File: src/rtl/pmp_pkg.sv
// rtl/pmp_pkg.sv - shared PMP mode codes, privilege code and checker FSM states
`ifndef PA_BITS
`define PA_BITS 34
`endif

package pmp_pkg;
    localparam int PA_BITS = `PA_BITS;

    localparam logic [1:0] A_OFF   = 2'b00;
    localparam logic [1:0] A_TOR   = 2'b01;
    localparam logic [1:0] A_NA4   = 2'b10;
    localparam logic [1:0] A_NAPOT = 2'b11;

    localparam logic [1:0] PRIV_M = 2'b11;

    typedef enum logic [1:0] {
        IDLE = 2'b00,
        SCAN = 2'b01,
        DONE = 2'b10
    } chk_state_e;
endpackage

File: src/rtl/pmpadrdec.sv
// rtl/pmpadrdec.sv - single PMP entry address decoder (TOR / NA4 / NAPOT)
module pmpadrdec
    import pmp_pkg::*;
(
    input  logic [PA_BITS-1:0] PhysicalAddress,
    input  logic [1:0]         Size,
    input  logic [7:0]         PMPCfg,
    input  logic [PA_BITS-3:0] PMPAdr,
    input  logic               PAgePMPAdrIn,
    input  logic               TORCrossPrevIn,
    output logic               PAgePMPAdrOut,
    output logic               TORCrossPrevOut,
    output logic               Match,
    output logic               AllBytesMatch,
    output logic               L,
    output logic               X,
    output logic               W,
    output logic               R
);
    localparam logic [PA_BITS:0]   ONE     = {{PA_BITS{1'b0}}, 1'b1};
    localparam logic [PA_BITS-3:0] ADR_ONE = {{(PA_BITS-3){1'b0}}, 1'b1};

    logic [1:0]         a_mode;
    logic [PA_BITS:0]   pa_lo;
    logic [PA_BITS:0]   pa_hi;
    logic [PA_BITS:0]   bound;
    logic [PA_BITS-3:0] adr_mask;
    logic [PA_BITS-1:0] napot_mask;
    logic [PA_BITS:0]   region_lo;
    logic [PA_BITS:0]   region_hi;
    logic               unused_cfg_bits;

    assign a_mode = PMPCfg[4:3];
    assign unused_cfg_bits = ^PMPCfg[6:5];

    // One extra bit so the last byte of an access at the top of memory cannot wrap.
    assign pa_lo = {1'b0, PhysicalAddress};
    assign pa_hi = pa_lo + (ONE << Size) - ONE;

    // This entry's address is the lower bound of the next entry when that one is TOR.
    assign bound           = {1'b0, PMPAdr, 2'b00};
    assign PAgePMPAdrOut   = (pa_lo >= bound);
    assign TORCrossPrevOut = (pa_lo < bound) && (pa_hi >= bound);

    // Trailing ones of a NAPOT address plus the first zero are don't-care bits.
    assign adr_mask   = (a_mode == A_NAPOT) ? (PMPAdr ^ (PMPAdr + ADR_ONE)) : '0;
    assign napot_mask = {adr_mask, 2'b11};
    assign region_lo  = {1'b0, {PMPAdr, 2'b00} & ~napot_mask};
    assign region_hi  = {1'b0, {PMPAdr, 2'b00} | napot_mask};

    always_comb begin
        Match         = 1'b0;
        AllBytesMatch = 1'b0;
        unique case (a_mode)
            A_TOR: begin
                Match         = (PAgePMPAdrIn | TORCrossPrevIn) & ~PAgePMPAdrOut;
                AllBytesMatch = PAgePMPAdrIn & (pa_hi < bound);
            end
            A_NA4, A_NAPOT: begin
                Match         = (pa_lo <= region_hi) & (pa_hi >= region_lo);
                AllBytesMatch = (pa_lo >= region_lo) & (pa_hi <= region_hi);
            end
            default: ;
        endcase
    end

    assign L = PMPCfg[7];
    assign X = PMPCfg[2];
    assign W = PMPCfg[1];
    assign R = PMPCfg[0];
endmodule

File: config.mk
export PLATFORM = sky130hd
export DESIGN_NAME = pmpadrdec
export DESIGN_NICKNAME = d
export VERILOG_FILES = /design/src/rtl/pmp_pkg.sv /design/src/rtl/pmpadrdec.sv
export SDC_FILE = /design/constraint.sdc
export NUM_CORES = 1
export LEC_CHECK = 0
export BUFFER_PORTS_ARGS = -buffer_cell sky130_fd_sc_hd__buf_2
export CAP_MARGIN = 30
export CORE_ASPECT_RATIO = 0.75
export CORE_MARGIN = 1.5
export CORE_UTILIZATION = 55
export DETAILED_ROUTE_END_ITERATION = 10
export PLACE_DENSITY = 0.76
export REMOVE_ABC_BUFFERS = 1
export SKIP_LAST_GASP = 1
export SLEW_MARGIN = 40
export SYNTH_ARGS = -nofsm -noshare
export SYNTH_HDL_FRONTEND = slang
export SYNTH_SLANG_ARGS = --single-unit
File: constraint.sdc
create_clock -name vclk -period 6.71
set_input_delay 0.671 -clock vclk [all_inputs]
set_output_delay 0.671 -clock vclk [all_outputs]
set_load 0.01 [all_outputs]
## Yosys cells after proc, flatten, opt, wreduce, memory -nomap -nowiden

Cells that the tools add are included.

- Register bits after elaboration: 0
- Latch bits: 0
- Memory bits (writable): 0
- Bits in read-only memories: 0
- Output and inout port bits: 8
- Logic and storage cells: 30
- Memories kept: 0

- $add $sub $neg: 3
- Multipliers: 0
- Div/mod/pow operators: 0
- Order comparisons: 8
- Equality and inequality tests: 3
- Shift operators: 1
- Mux-type cells: 3
- Bitwise gates (word level): 10
- Reduce and logical (&&, ||, !) cells: 2

Operators with widths:

| operator | count |
|---|---|
| >= comparator 35 x 34 -> 1 bit | 2 |
| >= comparator 34 bit | 2 |
| adder 34 x 35 -> 35 bit | 1 |
| less-or-equal comparator 35 x 34 -> 1 bit | 1 |
| < comparator 35 x 34 -> 1 bit | 1 |
| << shifter 1 x 2 -> 35 bit, first input constant | 1 |
| subtractor 35 x 1 -> 35 bit, second input constant | 1 |
| bitwise AND 34 bit | 1 |
| less-or-equal comparator 34 bit | 1 |
| < comparator 34 bit | 1 |
| NOT 34 bit | 1 |
| OR 34 bit | 1 |
| adder 32 x 1 -> 32 bit, second input constant | 1 |
| two-way mux 32 bit | 1 |
| bitwise XOR 32 bit | 1 |
| bitwise AND 1 bit | 4 |
| equality test 2 bit, second input constant | 2 |
| one-hot mux 1 bit (2 select lines) | 2 |
| equality test 2 x 1 -> 1 bit, second input constant | 1 |
| OR reduction 2 bit | 1 |
| logical AND 1 bit | 1 |
| NOT 1 bit | 1 |
| OR 1 bit | 1 |

## Longest topological paths before layout

- Word-level depth: 8
- Depth in mapped cells: 23
- Depth with buffers taken out: 23

## Least setup slack after synthesis

OpenSTA, ideal clock, no wires.

- Path kind: in2out
- Start: input port Size[1]
- End: output port Match
- Arrival time: 4.916 ns
- Required time: 6.039 ns
- Slack: 1.123 ns
- Stages on the path: 23
- Buffers on the path: 0
- Path through: nand2b_1 -> ha_1 -> inv_1 -> ha_1 -> inv_1 -> fa_1 -> nand2b_1 -> a21oi_2 -> o31a_1 -> a221o_1 -> a221o_2 -> a211oi_2 -> nor2_1 -> a311oi_2 -> ha_1 -> nand4_1 -> or2_2 -> or3_1 -> o21ai_0 -> nor4b_1 -> a21oi_1 -> nor4_1 -> o22ai_1

- Longest elaborated chain between the ends: 6

Ends and longest elaborated chain:

| element | line | source |
|---|---|---|
| start: declaration | pmpadrdec.sv:6 | `input logic [1:0] Size,` |
| << shifter 1 x 2 -> 35 bit | pmpadrdec.sv:38 | `assign pa_hi = pa_lo + (ONE << Size) - ONE;` |
| adder 34 x 35 -> 35 bit | pmpadrdec.sv:38 |  |
| subtractor 35 x 1 -> 35 bit | pmpadrdec.sv:38 |  |
| >= comparator 35 x 34 -> 1 bit | pmpadrdec.sv:60 | `Match = (pa_lo <= region_hi) & (pa_hi >= region_lo);` |
| bitwise AND 1 bit | pmpadrdec.sv:60 |  |
| one-hot mux 1 bit (2 select lines) | pmpadrdec.sv:54 | `unique case (a_mode)` |
| end: declaration | pmpadrdec.sv:13 | `output logic Match,` |

No other way between the ends.

## Final worst setup path

- Start: input port Size[1]
- End: output port AllBytesMatch

- Longest elaborated chain between the ends: 6

Ends and longest elaborated chain:

| element | line | source |
|---|---|---|
| << shifter 1 x 2 -> 35 bit * | pmpadrdec.sv:38 |  |
| adder 34 x 35 -> 35 bit * | pmpadrdec.sv:38 |  |
| subtractor 35 x 1 -> 35 bit * | pmpadrdec.sv:38 |  |
| less-or-equal comparator 35 x 34 -> 1 bit / < comparator 35 x 34 -> 1 bit (equally long branches) | pmpadrdec.sv:61, pmpadrdec.sv:57 |  |
| bitwise AND 1 bit (on tied branches) | pmpadrdec.sv:61, pmpadrdec.sv:57 |  |
| one-hot mux 1 bit (2 select lines) * | pmpadrdec.sv:54 |  |
| end: declaration | pmpadrdec.sv:14 | `output logic AllBytesMatch,` |

Every way passes the cells marked *; elsewhere a longest branch is shown, timed or not.

==> results.py <==
metrics = {
    "place": {
        "gp_congestion": 0.967,
        "dpl_cell_area_mm2": 0.00745,
        "port_buffers": 76,
        "place_hpwl_um": 18200,
        "pre_cts_ws_ns": 0.210,
    },
    "detailed_routing": {
        "drc": 0,
        "ant_nets": 0,
        "dr.pass1.iters": 5,
        "drtIter0Drc": 589,
        "wl_um": 20800,
        "vias_per_cell": 6.28,
        "wl_per_cell_um": 17.7,
        "num_vias": 7356,
    },
    "critical_path": {
        "crit_buf_inv": 5,
        "crit_path_start_kind": "primary input",
        "worst_path_most_repeated_cell": "ha_1",
        "end_kind": "output pin",
        "critPathArrivalTime_ns": 5.85,
        "path_max_fanout": 4,
        "worst_path_max_delay_cell": "a311oi_2",
        "path_class": "in2out",
        "slowest_delay_ns": 0.45,
        "critPathTopFamily": "compound AO/OA/AOI/OAI gates",
        "crit_start": "Size[1]",
        "required_ns": 6.04,
    },
    "cts": {
        "cts_hold_buf": 0,
    },
    "sta": {
        "rsz0062_at_grt": "yes",
        "fmax_mhz": 153,
        "slew_headroom_pct": 55.0,
        "fin_crit_ns": 6.52,
        "finalCritPeriodShare_pct": 97.2,
        "worst_pin_slew_ns": 0.674,
        "setup_violations": 0,
        "hold_violations": 0,
        "postLayoutSetupSlackWorst_ns": 0.190,
        "finalMaxSlewViolations": 0,
    },
    "power_and_ir_drop": {
        "peakVddDrop_v": 0.0000470,
        "p_leak_nw": 3.95,
        "power_uw": 804,
        "power_density_mw_per_mm2": 107,
    },
    "worst_hold_path": {
        "min_delay_worst_endpoint": "R",
        "hold_class": "in2out",
        "min_path_cells": 0,
        "hold_start": "PMPCfg[0]",
    },
    "global_routing": {
        "gr-total-overflow": 0,
        "grt_usage_pct": 31.1,
        "antenna_found_initial": 0,
        "grt_pass1_wl_um": 34100,
        "grt_pass1_vias": 6926,
        "grt_max_degree": 13,
    },
    "final_layout": {
        "layout-drive-gt1-share_pct": 10.7,
        "fillers": 1191,
        "mostFrequentLayoutCells": "ha_1, inv_1, a21oi_1",
        "n_antenna_cell": 0,
        "multi_input_area_mm2": 0.00652,
        "seq_cells": 0,
        "area_growth_pct": 8.34,
        "finalNetCount": 1316,
        "nClkBuffers": 0,
        "regArea_um2": 0,
        "final_common_cell": "ha_1",
        "fin_area_mm2": 0.00749,
    },
    "floorplanning": {
        "io_pins": 86,
        "dieArea_mm2": 0.0133,
        "die_w_um": 132,
        "die_y_um": 100,
        "std_cell_rows": 35,
        "start_util_pct": 56.4,
        "coreArea_mm2": 0.0123,
    },
    "logic_synthesis": {
        "seq_area_frac_synth_pct": 0,
        "synth_cell_type_count": 67,
        "syn_area_mm2": 0.00691,
        "synthCells": 935,
        "yosysTopAreaCell": "ha_1",
        "synth_area_per_cell_um2": 7.39,
        "synth.top_cell.area_share_pct": 41.6,
        "ys.warnings.count": 0,
        "synth_area_leaders": "ha_1, a21oi_1, a21o_1",
    },
    "run": {
        "maxCapViolCount": 0,
    },
    "status": {
        "status": "complete, no violations",
    },
}
-- through the flow --
step	instances	hold WS, ns	util, %	setup TNS (ns)
3_5_place_dp	1169	1.34	60.8	0
4_1_cts	1169	1.34	60.8	0
5_1_grt	1171	1.34	61.1	-0.0114
3_3_place_gp	1169	1.34	60.8	0
6_report	1171	1.34	61.1	0
2_1_floorplan	921	1.34	-	0
-- cell families after synthesis --
kind of cell / synth area share, %
buffers and inverters: 6.03
AND/OR/NAND/NOR: 21.5
multiplexers: 0.145
adder cells (fa/ha/maj): 41.9
XOR/XNOR: 3.67
AO/OA/AOI/OAI: 26.7
-- where the power goes --
part           switching (mW)  internal (mW)
combinational           0.466          0.338
sequential                  0              0
clock                       0              0
-- how the worst max path moves through the flow --
stage | end | slack [ns] | depth (start not counted)
global placement | Match | 0.29 | 24
CTS | Match | 0.18 | 24
detailed placement | Match | 0.21 | 24
global route | Match | -0.01 | 26
floorplan | Match | 1.12 | 23
finish | AllBytesMatch | 0.19 | 26
-- synthesized netlist by cell type, types with 3 or more instances --
cell type / count
and2_1: 4
o211ai_1: 14
a2111oi_0: 5
xnor2_1: 18
clkbuf_1: 5
or3_1: 4
a211o_1: 5
and4_1: 4
and3_1: 7
o21bai_1: 10
inv_1: 86
a211oi_1: 10
nor4b_1: 3
nand4b_1: 3
nor3_1: 15
a21oi_1: 84
nor2b_1: 19
ha_1: 230
a41oi_1: 5
buf_4: 4
o21a_1: 6
nor4_1: 11
nand4_1: 43
a21o_1: 48
xor2_1: 11
nand2b_1: 14
a31oi_1: 12
o31ai_1: 4
nand3_1: 26
o21ai_0: 54
a21o_2: 3
or2_2: 4
nor2_1: 59
nand2_1: 63
-- routing by layer --
metal / part of all wire [%] / vias to the layer above / GRT usage, % / routed length (µm)
li1: - / 3680 / - / -
met1: 50 / 3344 / 46.4 / 10400
met2: 40 / 309 / 49.2 / 8330
met3: 8.8 / 23 / 3.94 / 1820
met4: 1.2 / 0 / 3.55 / 246
met5: 0 / - / 0 / 0
-- repair_timing --
action                                  CTS  global route
endpoints found under the setup margin    0             3
hold endpoints to repair                  0             0
resized for setup                         0             6
setup buffers                             0             2
-- area by class of cell --
class / count / area share (%)
timing repair buffer: 84 / 5.88
tap: 166 / 2.77
multi-input combinational: 835 / 87.0
inverter: 86 / 4.31
Power figures use the tool's default switching activity.
